## config.mk

```make
export PLATFORM = sky130hd
export DESIGN_NAME = hazard_unit_mc
export DESIGN_NICKNAME = d
export VERILOG_FILES = /design/src/rtl/hazard_pkg.sv /design/src/rtl/hazard_unit_mc_mul_occupancy_fsm.sv /design/src/rtl/hazard_unit_mc.sv
export SDC_FILE = /design/constraint.sdc
export NUM_CORES = 1
export LEC_CHECK = 0
export BUFFER_PORTS_ARGS = -buffer_cell sky130_fd_sc_hd__buf_2
export CORE_MARGIN = 8
export CORE_UTILIZATION = 30
export DETAILED_ROUTE_END_ITERATION = 7
export PLACE_DENSITY = 0.57
export SKIP_CTS_REPAIR_TIMING = 1
export SYNTH_ARGS = -nofsm -noshare
export SYNTH_HDL_FRONTEND = slang
export SYNTH_HIERARCHICAL = 1
export SYNTH_SLANG_ARGS = --single-unit
```

## constraint.sdc

```tcl
create_clock -name clk -period 2.75 [get_ports clk]
set_input_delay 0.275 -clock clk [delete_from_list [all_inputs] [get_ports clk]]
set_output_delay 0.275 -clock clk [all_outputs]
set_load 0.02 [all_outputs]
```

## src/rtl/hazard_pkg.sv

```systemverilog
// Shared types for the multi-cycle hazard unit.
// Forward-select encoding and multiplier occupancy states.
package hazard_pkg;

  typedef enum logic [1:0] {
    FWD_RF  = 2'b00,
    FWD_WB  = 2'b01,
    FWD_MEM = 2'b10
  } fwd_sel_t;

  typedef enum logic {
    IDLE = 1'b0,
    BUSY = 1'b1
  } mul_state_t;

endpackage

```

## src/rtl/hazard_unit_mc_mul_occupancy_fsm.sv

```systemverilog
// Multiplier occupancy tracker: holds E for MUL_LAT cycles.
// Ports: clk, reset_n, start, freeze in; mul (stall), busy out.
module mul_occupancy_fsm
  import hazard_pkg::*;
#(
  parameter int MUL_LAT = 4
) (
  input  logic clk,
  input  logic reset_n,
  input  logic start,
  input  logic freeze,
  output logic mul,
  output logic busy
);

  localparam int CW =
    (MUL_LAT > 2) ? $clog2(MUL_LAT) : 1;
  localparam logic [CW-1:0] LOAD =
    CW'(MUL_LAT - 2);

  mul_state_t     state;
  mul_state_t     state_nx;
  logic [CW-1:0]  cnt;
  logic [CW-1:0]  cnt_nx;

  always_ff @(posedge clk or negedge reset_n) begin
    if (!reset_n) begin
      state <= IDLE;
      cnt   <= '0;
    end else begin
      state <= state_nx;
      cnt   <= cnt_nx;
    end
  end

  // The start cycle itself stalls; BUSY then covers the
  // remaining cycles, the last of which releases the stall.
  always_comb begin
    state_nx = state;
    cnt_nx   = cnt;
    mul      = 1'b0;
    unique case (state)
      IDLE: begin
        mul = start;
        if (start && !freeze) begin
          state_nx = BUSY;
          cnt_nx   = LOAD;
        end
      end
      BUSY: begin
        mul = (cnt != '0);
        if (!freeze) begin
          if (cnt != '0)
            cnt_nx = cnt - CW'(1);
          else
            state_nx = IDLE;
        end
      end
      default: begin
        state_nx = IDLE;
      end
    endcase
  end

  assign busy = (state == BUSY);

endmodule

```

## src/rtl/hazard_unit_mc.sv

```systemverilog
// Hazard unit: forwarding, stall/flush, multiplier and memory waits.
// Ports: per-stage regs/enables in; forward, stall, flush, counters out.
module hazard_unit_mc
  import hazard_pkg::*;
#(
  parameter int REG_W   = 5,
  parameter int MUL_LAT = 4,
  parameter int CNT_W   = 16
) (
  input  logic             clk,
  input  logic             reset_n,
  input  logic [REG_W-1:0] rs_d,
  input  logic [REG_W-1:0] rt_d,
  input  logic [REG_W-1:0] rs_e,
  input  logic [REG_W-1:0] rt_e,
  input  logic [REG_W-1:0] write_reg_e,
  input  logic [REG_W-1:0] write_reg_m,
  input  logic [REG_W-1:0] write_reg_w,
  input  logic             reg_write_e,
  input  logic             reg_write_m,
  input  logic             reg_write_w,
  input  logic             mem_to_reg_e,
  input  logic             mem_to_reg_m,
  input  logic             branch_d,
  input  logic             mul_start_e,
  input  logic             mem_req_m,
  input  logic             mem_ready_m,
  output logic [1:0]       forward_ae,
  output logic [1:0]       forward_be,
  output logic             forward_ad,
  output logic             forward_bd,
  output logic             stall_f,
  output logic             stall_d,
  output logic             stall_e,
  output logic             stall_m,
  output logic             flush_e,
  output logic             flush_m,
  output logic             flush_w,
  output logic             mul_busy,
  output logic [CNT_W-1:0] stall_cnt,
  output logic [CNT_W-1:0] lw_stall_cnt
);

  // r0 is hardwired zero, so it never creates a dependency.
  function automatic logic hit(
    input logic [REG_W-1:0] a,
    input logic [REG_W-1:0] b
  );
    return (a != '0) && (a == b);
  endfunction

  function automatic fwd_sel_t fwd(
    input logic [REG_W-1:0] src
  );
    if (reg_write_m && hit(src, write_reg_m))
      return FWD_MEM;
    else if (reg_write_w && hit(src, write_reg_w))
      return FWD_WB;
    else
      return FWD_RF;
  endfunction

  fwd_sel_t fae;
  fwd_sel_t fbe;
  logic     fad;
  logic     fbd;
  logic     dep_e;
  logic     dep_m;
  logic     lw;
  logic     br;
  logic     mem;
  logic     mul;
  logic     sf;

  assign fae = fwd(rs_e);
  assign fbe = fwd(rt_e);
  assign fad = reg_write_m && hit(rs_d, write_reg_m);
  assign fbd = reg_write_m && hit(rt_d, write_reg_m);

  assign dep_e = hit(write_reg_e, rs_d)
              || hit(write_reg_e, rt_d);
  assign dep_m = hit(write_reg_m, rs_d)
              || hit(write_reg_m, rt_d);

  assign lw  = mem_to_reg_e && reg_write_e && dep_e;
  assign br  = branch_d
            && ((reg_write_e && dep_e)
             || (mem_to_reg_m && dep_m));
  assign mem = mem_req_m && !mem_ready_m;

  mul_occupancy_fsm #(
    .MUL_LAT (MUL_LAT)
  ) u_mul (
    .clk     (clk),
    .reset_n (reset_n),
    .start   (mul_start_e),
    .freeze  (mem),
    .mul     (mul),
    .busy    (mul_busy)
  );

  assign sf = lw | br | mul | mem;

  // Controls are held inactive for the whole reset window,
  // not just from the next clock edge.
  assign forward_ae = reset_n ? fae : FWD_RF;
  assign forward_be = reset_n ? fbe : FWD_RF;
  assign forward_ad = reset_n & fad;
  assign forward_bd = reset_n & fbd;
  assign stall_f    = reset_n & sf;
  assign stall_d    = reset_n & sf;
  assign stall_e    = reset_n & (mul | mem);
  assign stall_m    = reset_n & mem;
  assign flush_e    = reset_n & (lw | br) & !mul & !mem;
  assign flush_m    = reset_n & mul & !mem;
  assign flush_w    = reset_n & mem;

  always_ff @(posedge clk or negedge reset_n) begin
    if (!reset_n) begin
      stall_cnt    <= '0;
      lw_stall_cnt <= '0;
    end else begin
      if (sf && (stall_cnt != '1))
        stall_cnt <= stall_cnt + CNT_W'(1);
      if (lw && !mul && !mem && (lw_stall_cnt != '1))
        lw_stall_cnt <= lw_stall_cnt + CNT_W'(1);
    end
  end

endmodule

```

; ---- Word-level counts from Yosys, hierarchy flattened
; Cells that the tools add are included.
[op_classes]
addsub = 3
n_eq_ne = 15
n_mux = 15
bitwise = 15
reduce_logical = 41
[op_table]
columns = op, count
row1 = == test 5 bit, 10
row2 = adder 16 x 1 -> 16 bit (second input constant), 2
row3 = != test 16 bit (second input constant), 2
row4 = nonzero test 5 bit, 6
row5 = logical AND 1 bit, 27
row6 = 2-to-1 mux 2 bit, 7
row7 = AND 1 bit, 10
row8 = 2-to-1 mux 1 bit, 5
row9 = != test 2 bit (second input constant), 2
row10 = OR 1 bit, 4
row11 = case mux 1 bit (2 select lines), 2
row12 = case mux 2 bit (2 select lines), 1
row13 = zero test 1 bit, 3
row14 = logical OR 1 bit, 3
row15 = AND reduction 3 bit, 1
row16 = != test 2 x 1 -> 1 bit (second input constant), 1
row17 = nonzero test 2 bit, 1
row18 = subtractor 2 x 1 -> 2 bit (second input constant), 1
row19 = inverter 1 bit, 1
[word_totals]
regBits = 35
input_bits = 46
out_inout_bits = 46
wordCells = 93

; ---- Logic depth before layout (Yosys ltp)
; Gate-level depths: netlist of the first run.
[depth]
ltp_word = 10
mapped_depth = 9
ltp_nobuf = 8

; ---- Cells and area by module
; The synthesis of the first run kept the hierarchy.
[modules_own_cells]
columns = mod, instances, cells_each, area_per_inst_um2, seq_area_each_um2
row1 = hazard_unit_mc, 1, 242, 2228.4, 800.8
row2 = mul_occupancy_fsm, 1, 18, 188.9, 75.1

; ---- Worst setup path before layout of the first run
; Ideal clock, no wire load.
[synth_timing]
path_kind = in2out
from = in write_reg_m[2]
to = out stall_f
arrival_time_ns = 1.985
required_ns = 2.475
path_slack_ns = 0.490
cell_stages = 8
n_path_buf = 3
path_cell_list = buf_2 or4_1 o21ai_1 a21oi_2 a221oi_4 buf_6 nor2b_1 buf_4
[synth_between]
elab_chain_cells = 10
elab_cells_between_ends = 13
cone_classes = 2 x eq/ne / 4 x bitwise / 7 x reduce/logical
[synth_lines]
columns = element, line_no
row1 = from (decl), hazard_unit_mc.sv:17  ; input logic [REG_W-1:0] write_reg_m,
row2 = == test 5 bit / nonzero test 5 bit (equally long branches), hazard_unit_mc.sv:49  ; return (a != '0) && (a == b);
row3 = logical AND 1 bit, hazard_unit_mc.sv:49
row4 = logical OR 1 bit (*), hazard_unit_mc.sv:83  ; || hit(write_reg_m, rt_d);
row5 = logical AND 1 bit (*), hazard_unit_mc.sv:88  ; || (mem_to_reg_m && dep_m));
row6 = logical OR 1 bit (*), hazard_unit_mc.sv:88
row7 = logical AND 1 bit (*), hazard_unit_mc.sv:87  ; && ((reg_write_e && dep_e)
row8 = OR 1 bit (*) (3 in series), hazard_unit_mc.sv:102  ; assign sf = lw | br | mul | mem;
row9 = AND 1 bit (*), -
row10 = to (decl), hazard_unit_mc.sv:32  ; output logic stall_f,
; Every way passes the cells marked *; elsewhere a longest branch is shown, timed or not.

; ---- Worst setup path in the final report of the first run
[layout_timing]
from = reg u_mul.cnt[0]
to = out stall_f
[layout_between]
elab_chain_cells = 5
[layout_lines]
columns = element, line_no
row1 = from (decl), hazard_unit_mc_mul_occupancy_fsm.sv:23  ; logic [CW-1:0] cnt;
row2 = from (signal assigned), hazard_unit_mc_mul_occupancy_fsm.sv:32  ; cnt <= cnt_nx;
row3 = nonzero test 2 bit, hazard_unit_mc_mul_occupancy_fsm.sv:51  ; mul = (cnt != '0);
row4 = case mux 1 bit (2 select lines), hazard_unit_mc_mul_occupancy_fsm.sv:42  ; unique case (state)
row5 = via mul, hazard_unit_mc.sv:72  ; logic mul;
row6 = OR 1 bit (2 in series), hazard_unit_mc.sv:102
row7 = AND 1 bit, hazard_unit_mc.sv:110  ; assign stall_f = reset_n & sf;
; The timed path passes the listed nets, and every way through them passes these cells.

==> results of run 1 <==
-- synth_stat cells (all sizes together), types with 2 or more instances --
master,n
nand3,18
or3,3
and3,5
nor2,18
o21ai,2
and2,3
xnor2,26
xor2,43
dfrtp,35
nor4b,3
nor2b,3
clkbuf,4
nor3,20
or4,6
buf,7
nand4,12
nand2,14
a21oi,2
inv,7
mux2,3
ha,3
nor4,11
-- how the worst min path moves through the flow --
stage | end | depth (start not counted)
detailed placement | stall_cnt[3] | 1
floorplan | lw_stall_cnt[0] | 0
global route | u_mul/busy | 2
CTS | u_mul/cnt[1] | 1
finish | u_mul/busy | 2
global placement | u_mul/cnt[0] | 1
-- power breakdown --
group	internal [mW]	switching (mW)
Clock	0.229	0.184
Combinational	0.359	0.502
Sequential	0.645	0.160
Total	1.23	0.846
-- logic make-up (layout without fill, tap and decap cells) --
| logic type | after synthesis | count (layout) | share of synthesized area |
|---|---|---|---|
| AND/OR/NAND/NOR | 121 | 121 | 0.273 |
| multiplexers | 4 | 4 | 0.0197 |
| buffers and inverters | 18 | 114 | 0.0388 |
| XOR/XNOR | 69 | 69 | 0.250 |
| adder cells (fa/ha/maj) | 3 | 3 | 0.0155 |
| flip-flops | 35 | 35 | 0.362 |
| AO/OA/AOI/OAI | 10 | 10 | 0.0404 |
-- flip-flops by register name, indices dropped and copies added, names as in the netlist --
register and count:
u_mul/cnt 2, stall_cnt 16, lw_stall_cnt 16, u_mul/busy 1
-- metrics by stage --
step,util,cell area (um^2)
3_5_place_dp,0.385,2990
3_3_place_gp,0.385,2990
6_report,0.400,3110
4_1_cts,0.398,3090
5_1_grt,0.400,3110
2_1_floorplan,-,2420
-- metal layers --
| metal | vias to the layer above | GRT usage | wire length (um) |
|---|---|---|---|
| met5 | - | 0 | 0 |
| li1 | 1105 | - | - |
| met4 | 0 | 0.0271 | 44 |
| met2 | 55 | 0.186 | 2990 |
| met3 | 5 | 0.0371 | 431 |
| met1 | 1018 | 0.150 | 3100 |
-- cells in the final DEF (no fill, tap or decap), types with 2 or more instances in the layout --
cell,instances
dfrtp_1,35
ha_1,3
and3_1,5
nand2_1,14
nand3_1,18
and2_1,3
a21oi_2,2
or4_1,6
nand4_1,12
xnor2_1,26
xor2_1,43
buf_2,91
nor3_1,20
clkbuf_8,7
nor4_2,2
or3_1,3
nor2_2,2
buf_4,6
inv_1,7
nor2b_1,3
nor4b_1,3
nor4_1,9
nor2_1,16
-- layout make-up --
cell class	count	area, um^2	area share
clock buffers	8	100	0.0322
inverters	7	26.3	0.00845
multi-input cells	207	1460	0.469
flip-flops and latches	35	876	0.282
well taps	102	128	0.0411
repair buffers	99	522	0.168
-- worst max-delay path: stages, from the launching register on --
cell and delay (ns):
dfrtp_1 0.40, inv_1 0.07, ha_1 0.25, mux2i_1 0.14, nor2_2 0.19, buf_4 0.16, inv_1 0.06, a221oi_4 0.20
buf_6 0.22, nor2b_1 0.07, buf_2 0.16
==> parameters.txt, run 1 <==
Parameter                              Value

Status
  Result of the run    completed

Timing
  Worst hold slack    0.257 ns
  Final-report setup violation count    0
  Worst-case setup margin in the final layout    0.258 ns
  Highest achievable clock rate    0.401 GHz
  RSZ-0062 raised after global routing    false
  Number of failing hold endpoints at the final stage    0
  Fin crit share    0.906
  Setup total negative slack    0 ns
  Fin. max-slew vios    0
  Slew @ Worst Pin    0.529 ns
  Minimum period implied by the final worst setup slack    between 2 and 2.5 ns
  Worst Clk Skew    0.00794 ns
  Worst slew slack as a fraction of its limit    0.647

Finish
  Final cell count without fillers    458
  Layout cell share with drive strength beyond 1    0.326
  Synth-to-layout area growth    28.6%
  Antenna diode count    0
  Number of nets in the finished design    404
  Number of fill cells    830

Global routing
  Vias in the first global route    2,238
  Maximum number of pins on one net before global-route repair    29
  Combined global-route utilization of all metal layers    0.117
  Grt ovf    0
  First-pass GRT wire length    10,900 um
  Initial antenna violation count    0

Route
  Count of TritonRoute iterations in the first routing pass    4
  Number of antenna-violating nets in the routed design    0
  Routed length per placed instance    14.3 um
  Remaining design rule violation count    0
  Vias after detailed routing    between 2,000 and 2,500
  Number of vias per cell after detailed routing    4.77
  Violation count after the first detailed-routing iteration    62
  Routed wire length    6570 um

Clocking
  Clock tree from TritonCTS    yes
  Clock Root Buffer    clkbuf_8
  TritonCTS Buffers    5
  Insertion delay of the later-clocked pin in the worst-skew pair    0.28 ns
  Number of levels in the clock H-tree    2
  CTS sink cnt    35
  Register clock-pin slew on the reported worst setup and hold paths    0.07 ns
  Largest buffer count on any clock path    2

Synth
  Part of the Yosys area used for sequential elements    0.362
  Yosys reg bits    35
  Share of async-settable or async-resettable flops after synthesis    1.00
  Yosys warnings    6
  Synth top area cells    dfrtp_1 (36%), xor2_1 (16%), xnor2_1 (9.4%), nor3_1 (4.1%), nand3_1 (3.7%)
  Netlist Area Pre-Place    2420 um^2
  Unique cell type count in the Yosys netlist    41
  Nets in the synthesized netlist    309
  Area share of the largest cell type after synthesis    0.362
  Synth Instances    260
  Number of synthesized flops with an enable pin    0
  Top cell type by total area after synthesis    dfrtp_1
  Synthesized area divided by synthesized cell count    between 9 and 10 um^2
  Predominant post-synthesis flop cell    dfrtp_1

Floorplan
  Total die area    11,200 um^2
  Site Rows    32
  Number of ports placed on the die boundary    92
  Total core area    7770 um^2
  Height of the die    approximately 110 um
  Initial Util    0.311
  Die width    106 um

Setup path
  Internal reg-to-reg setup slack    0.44 ns
  Arrival time at the worst endpoint    2.22 ns
  Critical path capture point    stall_f
  Critical setup path kind    reg2out
  Capture point of the worst reg-to-reg path    lw_stall_cnt[9]
  Reg2Reg Depth    8
  Launching element of the worst setup path    u_mul/cnt[0]
  Type of element launching the critical path    register
  Worst flop-to-flop path startpoint    u_mul/cnt[0]
  Capturing element type of the critical path    output pin
  Critical path peak fanout    16
  Data required time at the worst endpoint    approximately 2.5 ns

Place
  Gpl congestion    0.845
  Final HPWL DP    5240 um
  I/O Buffers    slightly above 90
  Placed cell count    449
  Post-Place Setup Slack    0.296 ns

Pwr
  Sum of internal, switching and leakage power    2.08 mW
  Areal power density over the cells    669 nW/um^2
  IR drop worst, VDD    ~270 uV
  Standby leakage power    1.49 nW

Job
  Number of max-capacitance violations reported    0

Worst hold path
  Class of the tightest hold or removal check    in2reg
  Min-delay src    mul_start_e
(Power assumes the default switching activity.)
==> inputs of run 2 (changes only) <==
CTS_CLUSTER_DIAMETER = 60   (was unset)
RECOVER_POWER = 50   (was unset)
==> parameters.txt, run 2 (synthesis results as in run 1) <==
Parameter                              Value

Finish
  Leading cell type in the layout, fill and taps excluded    buf_2
  Synth-to-layout area growth    26.8%
  Final cell count without fillers    458
  Antenna diode count    0
  Layout cell share with drive strength beyond 1    0.233
  Post-layout utilization of the core    0.394
  Most used cells in the layout excluding fill and tap cells    buf_2 (59), xor2_1 (43), dfrtp_1 (35), clkbuf_1 (34), xnor2_1 (26)
  Number of fill cells    about 840
  Number of nets in the finished design    404
  Registers with the most flip-flops    lw_stall_cnt: 16 flops, stall_cnt: 16 flops, u_mul/cnt: 2 flops

Clocking
  CTS sink cnt    35
  Insertion delay of the later-clocked pin in the worst-skew pair    0.28 ns
  Number of levels in the clock H-tree    2
  Largest buffer count on any clock path    2
  TritonCTS Buffers    5
  Clock Root Buffer    clkbuf_8
  Clock tree from TritonCTS    yes
  Register clock-pin slew on the reported worst setup and hold paths    about 0.070 ns

Route
  Number of antenna-violating nets in the routed design    0
  Number of vias per cell after detailed routing    between 4 and 5
  Count of TritonRoute iterations in the first routing pass    4
  Remaining design rule violation count    0
  Routed length per placed instance    around 14 um
  Routed wire length    6580 um
  Violation count after the first detailed-routing iteration    just over 60
  Vias after detailed routing    around 2,200

Timing
  Fin. max-slew vios    29
  Fin crit share    0.906
  Worst-case setup margin in the final layout    0.258 ns
  Highest achievable clock rate    0.401 GHz
  Worst Clk Skew    around 0.0087 ns
  Minimum period implied by the final worst setup slack    2.49 ns
  RSZ-0062 raised after global routing    false
  Number of failing hold endpoints at the final stage    0
  Final-report setup violation count    0
  Slew @ Worst Pin    between 1.5 and 2 ns
  Worst slew slack as a fraction of its limit    -0.0281
  Worst hold slack    0.258 ns
  Setup total negative slack    0 ns

Setup path
  Logic depth of the worst path, buffers included    10
  Launching element of the worst setup path    u_mul/cnt[0]
  Top cell by count, worst path    inv_1
  Internal reg-to-reg setup slack    0.44 ns
  Critical path peak fanout    16
  Reg2Reg Depth    8
  Max stage delay on crit path    0.40 ns
  Critical path capture point    stall_f
  Worst flop-to-flop path startpoint    u_mul/cnt[0]
  Arrival time at the worst endpoint    ~2.2 ns
  Type of element launching the critical path    register
  Data required time at the worst endpoint    2.48 ns
  Critical setup path kind    reg2out
  Capture point of the worst reg-to-reg path    lw_stall_cnt[9]
  Cell family with most CP delay    buffers and inverters
  CP Buf/Inv Count    5
  Capturing element type of the critical path    output pin
  Critical Path Slowest Stage Cell    dfrtp_1
  Critical path, cell by cell    inv_1 > ha_1 > mux2i_1 > nor2_2 > buf_4 > inv_1 > a221oi_4 > buf_6 > nor2b_1 > buf_2

Pwr
  Standby leakage power    1.37 nW
  Areal power density over the cells    670 nW/um^2
  IR drop worst, VDD    about 270 uV

Global routing
  Grt ovf    0
  First-pass GRT wire length    10,900 um
  Maximum number of pins on one net before global-route repair    29
  Vias in the first global route    2,238
  Initial antenna violation count    0
  Combined global-route utilization of all metal layers    0.117

Job
  Number of max-capacitance violations reported    1

Floorplan
  Height of the die    106 um
  Number of ports placed on the die boundary    92
  Total die area    11,200 um^2
  Site Rows    32
  Die width    between 100 and 150 um
  Total core area    7770 um^2
  Initial Util    0.311

Worst hold path
  Class of the tightest hold or removal check    in2reg

Place
  Post-Place Setup Slack    0.296 ns
  Final HPWL DP    5240 um
  Gpl congestion    0.845
  Placed cell count    around 450
  I/O Buffers    91

Status
  Result of the run    complete, but fails checks
  Failing checks    capacitance limit, slew limit
==> run 2: cell count changes in the layout (fill, tap and decap cells not counted) <==
| cell | previous run | this run |
|---|---|---|
| buf_2 | 91 | 59 |
| buf_4 | 6 | 5 |
| clkbuf_1 | 1 | 34 |
==> run 2: final cells by class <==
type                    instances  area, um^2  area share
multi-input cells             207        1460       0.475
inverters                       7        26.3     0.00857
flip-flops and latches         35         876       0.286
well taps                     102         128      0.0416
repair buffers                 99         478       0.156
clock buffers                   8         100      0.0327
==> run 2: metrics by stage <==
| stage | power (mW) | instance area, um^2 |
|---|---|---|
| global route | 2.21 | 3060 |
| finish | 2.05 | 3060 |
| CTS | 2.10 | 3090 |
| global placement | 1.67 | 2990 |
| detailed placement | 1.68 | 2990 |
| floorplan | 1.37 | 2420 |
==> run 2: how the worst min path moves through the flow <==
stage,start,endpoint,slack [ns],cells past startpoint
final,mul_start_e,u_mul/busy,0.26,2
after global routing,mul_start_e,u_mul/busy,0.26,2
after CTS,reset_n,u_mul/cnt[1],-0.09,1
after detailed placement,reset_n,stall_cnt[3],0.23,1
after global placement,reset_n,u_mul/cnt[0],0.23,1
after floorplan,reset_n,lw_stall_cnt[0],-0.02,0
==> run 2: metal layers <==
| layer | vias up | track usage | part of all wire |
|---|---|---|---|
| met5 | - | 0 | 0 |
| li1 | 1108 | - | - |
| met3 | 5 | 0.0371 | 0.062 |
| met4 | 0 | 0.0271 | 0.0067 |
| met2 | 56 | 0.186 | 0.46 |
| met1 | 1027 | 0.150 | 0.47 |
==> run 2: power by group <==
part	internal, mW	leakage (nW)	total [mW]	switching (mW)
registers	0.645	0.434	0.809	0.164
logic	0.330	0.889	0.832	0.502
clock network	0.229	0.0515	0.413	0.184
total	1.20	1.37	2.05	0.850
==> inputs of run 3 (changes only) <==
CTS_BUF_LIST = sky130_fd_sc_hd__clkbuf_2 sky130_fd_sc_hd__clkbuf_4 sky130_fd_sc_hd__clkbuf_8   (was unset)
==> parameters.txt, run 3 (synthesis results as in run 1) <==
Parameter                              Value

Status
  Result of the run    complete, but fails checks
  Failing checks    capacitance limit, slew limit

Pwr
  IR drop worst, VDD    266 uV
  Power spent charging and discharging nets    849 uW
  Standby leakage power    1.38 nW
  Clock Power Share    0.205
  Areal power density over the cells    672 nW/um^2
  Internal cell power    1.21 mW
  Net switching fraction of the power    0.412
  Proportion of power drawn by flip-flops and latches    0.392
  Share of power burned in combinational logic    0.403

Setup path
  Arrival time at the worst endpoint    2.21 ns
  Critical path peak fanout    16
  Type of element launching the critical path    register
  Critical setup path kind    reg2out
  Reg2Reg Depth    8
  Capturing element type of the critical path    output pin
  Data required time at the worst endpoint    2.48 ns

Place
  Placed cell count    between 400 and 500
  I/O Buffers    91
  Gpl congestion    roughly 0.84
  Post-Place Setup Slack    0.296 ns
  Final HPWL DP    around 5200 um

Timing
  Fin. max-slew vios    29
  Worst hold slack    approximately 0.26 ns
  Fin crit share    0.905
  Minimum period implied by the final worst setup slack    2.49 ns
  Slew @ Worst Pin    1.54 ns
  Setup total negative slack    0 ns
  Number of failing hold endpoints at the final stage    0
  Worst slew slack as a fraction of its limit    -0.0285
  Highest achievable clock rate    0.402 GHz
  RSZ-0062 raised after global routing    false
  Final-report setup violation count    0
  Worst-case setup margin in the final layout    0.260 ns
  Worst Clk Skew    between 0.008 and 0.009 ns

Worst hold path
  Class of the tightest hold or removal check    in2reg
  Cell depth of the worst min-delay path    2

Clocking
  Clock Root Buffer    clkbuf_8
  Clock tree from TritonCTS    yes
  Largest buffer count on any clock path    2
  TritonCTS Buffers    5
  CTS sink cnt    35
  Register clock-pin slew on the reported worst setup and hold paths    0.07 ns
  Insertion delay of the later-clocked pin in the worst-skew pair    0.28 ns
  Number of levels in the clock H-tree    2

Floorplan
  Height of the die    106 um
  Number of ports placed on the die boundary    92
  Die width    between 100 and 150 um
  Site Rows    32
  Initial Util    0.311
  Total core area    7770 um^2
  Total die area    11,200 um^2

Route
  Vias after detailed routing    2,193
  Remaining design rule violation count    0
  Number of vias per cell after detailed routing    ~4.8
  Number of antenna-violating nets in the routed design    0
  Routed length per placed instance    14.4 um
  Count of TritonRoute iterations in the first routing pass    4
  Violation count after the first detailed-routing iteration    61
  Routed wire length    6580 um

Global routing
  Initial antenna violation count    0
  Vias in the first global route    2,238
  First-pass GRT wire length    around 11,000 um
  Combined global-route utilization of all metal layers    0.117
  Grt ovf    0
  Maximum number of pins on one net before global-route repair    29

Finish
  Leading cell type in the layout, fill and taps excluded    buf_2
  Post-layout utilization of the core    0.395
  Number of nets in the finished design    404
  Layout cell share with drive strength beyond 1    0.236
  Synth-to-layout area growth    26.9%
  Final cell count without fillers    458
  Most used cells in the layout excluding fill and tap cells    buf_2 (59), xor2_1 (43), dfrtp_1 (35), clkbuf_1 (33), xnor2_1 (26)
  Antenna diode count    0
  Registers with the most flip-flops    lw_stall_cnt: 16 flops, stall_cnt: 16 flops, u_mul/cnt: 2 flops

Job
  Number of max-capacitance violations reported    1
run 3: cell count changes in the layout (fill, tap and decap cells not counted):
cell      delta
clkbuf_1     -1
clkbuf_4     +1
run 3: through the flow:
step                area (um^2)  total power, mW
floorplan                  2420             1.37
detailed placement         2990             1.68
finish                     3070             2.06
CTS                        3100             2.11
global placement           2990             1.67
global route               3070             2.22
run 3: cell type report:
| cell class | count | area, um^2 |
|---|---|---|
| fillers | 839 | 4700 |
| flip-flops and latches | 35 | 876 |
| clock buffers | 8 | 104 |
| inverters | 7 | 26.3 |
| repair buffers | 99 | 478 |
| well taps | 102 | 128 |
| multi-input cells | 207 | 1460 |
run 3: metal layers:
metal,GRT usage,vias up,part of all wire
li1,-,1106,-
met3,0.0371,5,0.065
met2,0.186,58,0.46
met5,0,-,0
met4,0.0271,0,0.0067
met1,0.150,1024,0.47
run 3: worst paths after layout:
kind	slack (ns)	endpoint	startpoint
max	0.26	stall_f	u_mul/cnt[0]
min	0.26	u_mul/busy	mul_start_e
max reg2reg	0.44	lw_stall_cnt[9]	u_mul/cnt[0]
min reg2reg	0.49	stall_cnt[9]	stall_cnt[9]
max in group asynchronous	0.55	lw_stall_cnt[4]	reset_n
min in group asynchronous	0.44	stall_cnt[5]	reset_n
run 3: worst max-delay path, stage by stage, from the launching register on:
cell and delay (ns):
dfrtp_1 0.40, inv_1 0.07, ha_1 0.25, mux2i_1 0.14
nor2_2 0.19, buf_4 0.16, inv_1 0.06, a221oi_4 0.20
buf_6 0.22, nor2b_1 0.07, buf_2 0.16
run 3: power by group through the flow:
stage / sequential [mW] / clock [mW] / combinational (mW)
2_1_floorplan: 0.930 / 0 / 0.438
3_3_place_gp: 0.813 / 0 / 0.855
3_5_place_dp: 0.815 / 0 / 0.861
4_1_cts: 0.805 / 0.437 / 0.866
5_1_grt: 0.838 / 0.459 / 0.922
6_report: 0.809 / 0.422 / 0.831
